### config.mk
export PLATFORM = sky130hd
export DESIGN_NAME = lightpen_locator
export DESIGN_NICKNAME = d
export VERILOG_FILES = /design/src/rtl/lightpen_locator.sv
export SDC_FILE = /design/constraint.sdc
export NUM_CORES = 1
export LEC_CHECK = 0
export ABC_AREA = 0
export CORE_MARGIN = 10
export CORE_UTILIZATION = 45
export CTS_CLUSTER_SIZE = 20
export DETAILED_ROUTE_END_ITERATION = 7
export SYNTH_ARGS = -nofsm -noshare
export SYNTH_HDL_FRONTEND = slang
export SYNTH_SLANG_ARGS = --single-unit
### constraint.sdc
create_clock -name clk -period 2.55 [get_ports clk]
set_input_delay 0.51 -clock clk [delete_from_list [all_inputs] [get_ports clk]]
set_output_delay 0.51 -clock clk [all_outputs]
set_load 0.05 [all_outputs]
### src/rtl/lightpen_locator.sv
// Light-pen receive path: correlates the synchronized pen detector with the delayed LED scan
// and reports the confirmed pixel under the pen, with pen-down/pen-up debouncing across frames.
module lightpen_locator #(
   parameter int PEN_LAT        = 2,
   parameter int CONFIRM_FRAMES = 2,
   parameter int MISS_FRAMES    = 3
) (
   input  logic       clk,
   input  logic       rst_n,
   input  logic       en,
   input  logic       frame_start,
   input  logic       pix_valid,
   input  logic [2:0] pix_x,
   input  logic [2:0] pix_y,
   input  logic       we,
   output logic [2:0] pos_x,
   output logic [2:0] pos_y,
   output logic       pos_valid,
   output logic       pen_down,
   output logic       pen_up
);

   localparam int         DEPTH     = PEN_LAT + 2;
   localparam logic [3:0] CONFIRM_C = 4'(CONFIRM_FRAMES);
   localparam logic [3:0] MISS_C    = 4'(MISS_FRAMES);

   typedef enum logic [1:0] {ST_UP, ST_ARMING, ST_DOWN} state_t;

   logic       weMeta_q, penS_q;
   logic [7:0] dl_q [DEPTH];

   logic       dFs, dPv, penHit;
   logic [2:0] dX, dY;

   state_t     state_q, state_d;
   logic       frameOpen_q, frameOpen_d;
   logic       hit_q, hit_d;
   logic [2:0] hitX_q, hitX_d, hitY_q, hitY_d;
   logic [2:0] candX_q, candX_d, candY_q, candY_d;
   logic [3:0] cnt_q, cnt_d, miss_q, miss_d;
   logic [2:0] posX_q, posX_d, posY_q, posY_d;
   logic       posValid_q, posValid_d;
   logic       penDown_q, penDown_d;
   logic       penUp_q, penUp_d;
   logic [3:0] cntInc, missInc;

   // The detector is asynchronous, so it crosses through two flops before use.
   always_ff @(posedge clk or negedge rst_n) begin
      if (!rst_n) begin
         weMeta_q <= 1'b0;
         penS_q   <= 1'b0;
      end else begin
         weMeta_q <= we;
         penS_q   <= weMeta_q;
      end
   end

   // Scan info is delayed so that it lines up with the pen response at penS_q.
   always_ff @(posedge clk or negedge rst_n) begin
      if (!rst_n) begin
         for (int i = 0; i < DEPTH; i++) dl_q[i] <= '0;
      end else if (!en) begin
         for (int i = 0; i < DEPTH; i++) dl_q[i] <= '0;
      end else begin
         dl_q[0] <= {frame_start, pix_valid, pix_x, pix_y};
         for (int i = 1; i < DEPTH; i++) dl_q[i] <= dl_q[i-1];
      end
   end

   assign dFs    = dl_q[DEPTH-1][7];
   assign dPv    = dl_q[DEPTH-1][6];
   assign dX     = dl_q[DEPTH-1][5:3];
   assign dY     = dl_q[DEPTH-1][2:0];
   assign penHit = dPv & penS_q;

   assign cntInc  = (cnt_q  == 4'hF) ? cnt_q  : cnt_q  + 4'd1;
   assign missInc = (miss_q == 4'hF) ? miss_q : miss_q + 4'd1;

   always_ff @(posedge clk or negedge rst_n) begin
      if (!rst_n) begin
         state_q     <= ST_UP;
         frameOpen_q <= 1'b0;
         hit_q       <= 1'b0;
         hitX_q      <= '0;
         hitY_q      <= '0;
         candX_q     <= '0;
         candY_q     <= '0;
         cnt_q       <= '0;
         miss_q      <= '0;
         posX_q      <= '0;
         posY_q      <= '0;
         posValid_q  <= 1'b0;
         penDown_q   <= 1'b0;
         penUp_q     <= 1'b0;
      end else begin
         state_q     <= state_d;
         frameOpen_q <= frameOpen_d;
         hit_q       <= hit_d;
         hitX_q      <= hitX_d;
         hitY_q      <= hitY_d;
         candX_q     <= candX_d;
         candY_q     <= candY_d;
         cnt_q       <= cnt_d;
         miss_q      <= miss_d;
         posX_q      <= posX_d;
         posY_q      <= posY_d;
         posValid_q  <= posValid_d;
         penDown_q   <= penDown_d;
         penUp_q     <= penUp_d;
      end
   end

   // A frame is judged only when the next frame start arrives; the hit in that same
   // cycle already belongs to the new frame.
   always_comb begin
      state_d     = state_q;
      frameOpen_d = frameOpen_q;
      hit_d       = hit_q;
      hitX_d      = hitX_q;
      hitY_d      = hitY_q;
      candX_d     = candX_q;
      candY_d     = candY_q;
      cnt_d       = cnt_q;
      miss_d      = miss_q;
      posX_d      = posX_q;
      posY_d      = posY_q;
      posValid_d  = 1'b0;
      penDown_d   = penDown_q;
      penUp_d     = 1'b0;

      if (!en) begin
         state_d     = ST_UP;
         frameOpen_d = 1'b0;
         hit_d       = 1'b0;
         cnt_d       = '0;
         miss_d      = '0;
         penDown_d   = 1'b0;
         penUp_d     = penDown_q;
      end else if (dFs) begin
         if (frameOpen_q) begin
            case (state_q)
               ST_UP: begin
                  if (hit_q) begin
                     candX_d = hitX_q;
                     candY_d = hitY_q;
                     cnt_d   = 4'd1;
                     if (CONFIRM_C <= 4'd1) begin
                        state_d    = ST_DOWN;
                        posX_d     = hitX_q;
                        posY_d     = hitY_q;
                        posValid_d = 1'b1;
                        penDown_d  = 1'b1;
                        miss_d     = '0;
                     end else begin
                        state_d = ST_ARMING;
                     end
                  end
               end
               ST_ARMING: begin
                  if (!hit_q) begin
                     state_d = ST_UP;
                     cnt_d   = '0;
                  end else if (hitX_q == candX_q && hitY_q == candY_q) begin
                     cnt_d = cntInc;
                     if (cntInc >= CONFIRM_C) begin
                        state_d    = ST_DOWN;
                        posX_d     = candX_q;
                        posY_d     = candY_q;
                        posValid_d = 1'b1;
                        penDown_d  = 1'b1;
                        miss_d     = '0;
                     end
                  end else begin
                     candX_d = hitX_q;
                     candY_d = hitY_q;
                     cnt_d   = 4'd1;
                  end
               end
               ST_DOWN: begin
                  if (hit_q) begin
                     miss_d = '0;
                     if (hitX_q != posX_q || hitY_q != posY_q) begin
                        posX_d     = hitX_q;
                        posY_d     = hitY_q;
                        posValid_d = 1'b1;
                     end
                  end else if (missInc >= MISS_C) begin
                     state_d   = ST_UP;
                     miss_d    = '0;
                     cnt_d     = '0;
                     penDown_d = 1'b0;
                     penUp_d   = 1'b1;
                  end else begin
                     miss_d = missInc;
                  end
               end
               default: state_d = ST_UP;
            endcase
         end
         frameOpen_d = 1'b1;
         hit_d       = penHit;
         if (penHit) begin
            hitX_d = dX;
            hitY_d = dY;
         end
      end else if (penHit && !hit_q) begin
         hit_d  = 1'b1;
         hitX_d = dX;
         hitY_d = dY;
      end
   end

   assign pos_x     = posX_q;
   assign pos_y     = posY_q;
   assign pos_valid = posValid_q;
   assign pen_down  = penDown_q;
   assign pen_up    = penUp_q;

endmodule

Word level (Yosys, flattened, before mapping)
Cells that the tools add are included.

Bits of input ports: 12. Memories: 0. ROM bits: 0. Bits in latches: 0. Register bits: 67. RAM bits: 0.

Eq/ne operators: 29. Shift-type cells: 0. Bitwise logic cells: 1. Div/mod/pow operators: 0. Multiply operators: 0. Mux-type cells: 86. Reduce and logical (&&, ||, !) cells: 15. $lt $le $gt $ge: 2. $add $sub $neg: 2.

Operators with widths (count): $mux 4 (18); $mux 3 (22); $mux 32 (1); $mux 1 (27); $pmux 3 s2 (4); $mux 2 (9); $ne 3x3->1 const B (6); $ne 2x2->1 const B (7); $reduce_and 7->1 (2); $pmux 4 s3 (1); $reduce_and 6->1 (2); $reduce_and 9->1 (1); $add 4x1->4 const B (2); $eq 4x4->1 const B (2); $ge 4x2->1 const B (2); $ne 4x4->1 const B (2); $pmux 4 s2 (1); $reduce_and 8->1 (1); $eq 3x3->1 (2); $ne 2x1->1 const B (3); $ne 3x1->1 const B (2); $ne 3x3->1 (2); $pmux 2 s3 (1); $reduce_bool 2->1 (3); 10 further kinds (12).

Depth between registers and ports, before layout
Word-level depth: 10. Gate-level depth with buffers: 7. Gate-level depth less buffers: 7.

Worst setup path before layout
No wires, ideal clock.

Path type: register -> register. Start: register cnt_q[0]. End: register posX_q[0], in the netlist pos_x[0]. Data arrival time: 1.822 ns. Stages on the path, launching flop included: 7. Period minus slack after synthesis: 1.946 ns. Slack: 0.604 ns. Path buffers: 0. Path through: dfrtp_1 ha_1 nand2_1 o21ai_2 a2111o_1 a21oi_4 mux2_2.

Longest elaborated chain between the ends: 5.

RTL lines: from (decl) (RTL line 40) `logic [3:0] cnt_q, cnt_d, miss_q, miss_d;`; from (signal assigned) (RTL line 103) `cnt_q <= cnt_d;`; $add 4x1->4 / $eq 4x4->1 (equally long branches) (RTL line 76) `assign cntInc = (cnt_q == 4'hF) ? cnt_q : cnt_q + 4'd1;`; $mux 4 * (RTL line 76); $ge 4x2->1 * (RTL line 165) `if (cntInc >= CONFIRM_C) begin`; $ne 2x2->1 (no source line) *; $reduce_and 9->1 (no source line) *; to (signal assigned) (RTL line 105) `posX_q <= posX_d;`; to (decl) (RTL line 41) `logic [2:0] posX_q, posX_d, posY_q, posY_d;`.

Mark *: on every way between the ends. The rest lies on a longest branch, timed or not. A chain may end at the register's enable or synchronous reset.

Final worst setup path
Start: register penDown_q, in the netlist pen_down. End: output pen_down.

RTL lines: from (decl) (RTL line 43) `logic penDown_q, penDown_d;`; from (signal assigned) (RTL line 108) `penDown_q <= penDown_d;`; to (decl) (RTL line 19) `output logic pen_down,`.

No word-level cell between the ends.

==> impl_metrics.tcl <==
set metrics [dict create \
    power_density_mw_per_mm2 660.3 \
    cts_hold_buf 0 \
    r2r_cells 6 \
    regArea_sq_mm 0.001677 \
    cts_tree "yes" \
    routed_wl_um 4951 \
    rows 29 \
    grt_pass1_vias 1906 \
    yosysTopAreaCellShare_pct 56.73 \
    cp.required_ns 2.04 \
    clock-skew-final_ns 0.008562 \
    cp_top_family "buffers and inverters" \
    multi_input_area_sq_mm 0.001237 \
    synth_flop_cell "dfrtp_1" \
    ys_seq_area_share_pct 56.73 \
    tightest_slew_ns 0.5021 \
    p_leak_nw 1.640 \
    synth_cell_types 48 \
    fin_crit_sh_pct 82.57 \
    synth_common_cells "67 x dfrtp_1, 34 x and2_1, 25 x mux2_2" \
    grt_usage_pct 10.79 \
    clock_path_buffers 2 \
    route.detailed.drc 0 \
    nNetsFinal 286 \
    relSlewSlack_pct 66.42 \
    final_antenna_net_count 0 \
    synthCells 240 \
    first_pass_iters 4 \
    worst-r2r-setup-slack_ns 0.45 \
    tns_ns 0 \
    n_fill_cell 540 \
    critPathLaunchType "flop" \
    synth_enable_flop_cells 0 \
    endpoint_kind "primary output" \
    power_mw 2.303 \
    max_freq_mhz 474.9 \
    drive_gt1_share_pct 21.17 \
    max-vdd-ir-drop_v 0.0004653 \
    cts-resized-gates 0 \
    netlist_area_sq_mm 0.002955 \
    initial_core_util_pct 46.54 \
    hpwl_um 3363 \
    detail_route.wl_per_cell_um 14.11 \
    drv_slew 0 \
    synth_most_common_cell "dfrtp_1" \
    path_clk_slew_ns 0.08 \
    worstSetupPathType "reg -> out" \
    numPortBuffers 20 \
    r2r_end "pos_y[1]" \
    worstPathCellList "clkdlybuf4s50_1" \
    htree_levels 3 \
    gp_congestion 0.8142 \
    rsz0062_at_grt "no" \
    cp_max_fo 4 \
    synth.area.top_cells "dfrtp_1 57%, mux2_2 9.5%, and2_1 7.2%, xnor2_1 3.3%, ha_1 2.1%" \
    hold_viol_final 0 \
    synth_area_per_cell_sq_um 12.31 \
    setup_viol 0 \
    grt_antenna_before_repair 0 \
    maxCapViolCount 0 \
    run_status "finished clean" \
    io_pins 21 \
    worstHoldPathType "in -> async" \
    timing.critical_path.slowest_cell_delay_ns 0.83 \
    globalRouteOverflowTotal 0 \
    num_vias 1816 \
    cp.arrival_ns 1.60 \
    synthArstFlopShare_pct 100.0 \
    crit_buf_inv 1 \
    dr.first_iter.drc_count 74 \
    clock-root-buffer "clkbuf_8" \
    yosys.area.top_type "dfrtp_1" \
    die_area_sq_mm 0.01021 \
    synth_fp_nets 257 \
    r2r-start "cnt_q[0]" \
    crit_slowest_cell "clkdlybuf4s50_1" \
    die_w_um 101.0 \
    coreArea_sq_mm 0.006350 \
    worstSkewPairLatency_ns 0.34 \
    cts-buffers-inserted 9 \
    post-cts-setup-buffers 0 \
    grt_max_degree 68 \
    die_y_um 101.0 \
    cts.sinks 67 \
    grt_pass1_wl_um 8866 \
    yosys_warnings 0 \
    vias_per_cell 5.174 \
    syn2layout_area_growth_pct 17.99 \
    ys_ff_latch 67 \
    period_needed_ns 2.106 \
    insertedDiodeCount 0 \
]
## cells in the final DEF (no fill, tap or decap), drive strengths merged, types with 2 or more instances in the layout
| cell type | Yosys | routed |
|---|---|---|
| a21boi | 2 | 2 |
| a21oi | 9 | 9 |
| a31oi | 4 | 4 |
| and2 | 37 | 37 |
| and4b | 3 | 3 |
| buf | 0 | 6 |
| clkbuf | 7 | 11 |
| clkdlybuf4s50 | 0 | 19 |
| dfrtp | 67 | 67 |
| ha | 5 | 5 |
| inv | 4 | 8 |
| mux2 | 28 | 28 |
| nand2 | 15 | 15 |
| nand2b | 3 | 3 |
| nand3 | 3 | 3 |
| nand4 | 3 | 3 |
| nor2 | 9 | 9 |
| o21a | 3 | 3 |
| o21ai | 4 | 4 |
| o31ai | 2 | 2 |
| or2 | 2 | 2 |
| xnor2 | 11 | 11 |
## area by class of cell
type / count / share of cell area [%]
sequential: 67 / 48.08
clock inverter: 5 / 1.866
clock buffer: 11 / 4.342
inverter: 4 / 0.4306
tap: 77 / 2.763
multi-input combinational: 162 / 35.49
timing repair buffer: 25 / 7.033
## kinds of logic (layout without fill, tap and decap cells)
family,after synthesis,count (layout),share of synthesized area (%)
multiplexers,29,29,11.26
AO/OA/AOI/OAI,34,34,9.103
AND/OR/NAND/NOR,82,82,15.83
adder cells (fa/ha/maj),5,5,2.117
XOR/XNOR,12,12,3.556
buffers and inverters,11,45,1.397
flip-flops,67,67,56.73
## worst max path at each step
stage	start	to	slack, ns	cells after the start
detailed placement	en	candX_q[0]	0.43	7
global placement	en	cnt_q[0]	0.45	7
global route	state_q[0]	cnt_q[1]	0.32	7
floorplan	cnt_q[0]	pos_x[0]	0.60	6
finish	pen_down	pen_down	0.44	1
CTS	pen_down	pen_down	0.42	1
## report_power, final
group / internal, mW / switching [mW]
clock network: 0.519 / 0.428
registers: 1.09 / 0.0177
logic: 0.101 / 0.142
total: 1.72 / 0.587
## sequential cells by signal, indices dropped and copies added, names as in the netlist
name         flops
weMeta_q         1
pen_up           1
hitY_q           3
pos_x            3
cnt_q            4
dY               3
pen_down         1
frameOpen_q      1
dPv              1
hitX_q           3
miss_q           4
candX_q          3
dX               3
hit_q            1
state_q          2
pos_y            3
candY_q          3
dFs              1
penS_q           1
pos_valid        1
dl_q            24
## through the flow
step / util [%] / instance area (sq um) / std cells / worst slack (ns) / hold slack [ns]
2_1_floorplan: - / 2955 / 240 / 0.6037 / 0.2144
3_3_place_gp: 51.51 / 3271 / 335 / 0.4509 / 0.3382
3_5_place_dp: 51.51 / 3271 / 335 / 0.4270 / 0.3484
4_1_cts: 54.92 / 3487 / 351 / 0.4230 / 0.1750
5_1_grt: 54.92 / 3487 / 351 / 0.3189 / 0.1900
6_report: 54.92 / 3487 / 351 / 0.4444 / 0.1634
## layer usage
layer | vias to the layer above | track usage [%] | routed length, um
met1 | 883 | 13.51 | 2385
li1 | 894 | - | -
met3 | 10 | 4.184 | 215
met2 | 29 | 15.92 | 2253
met5 | - | 0 | 0
met4 | 0 | 5.145 | 97
Power figures use the tool's default switching activity.
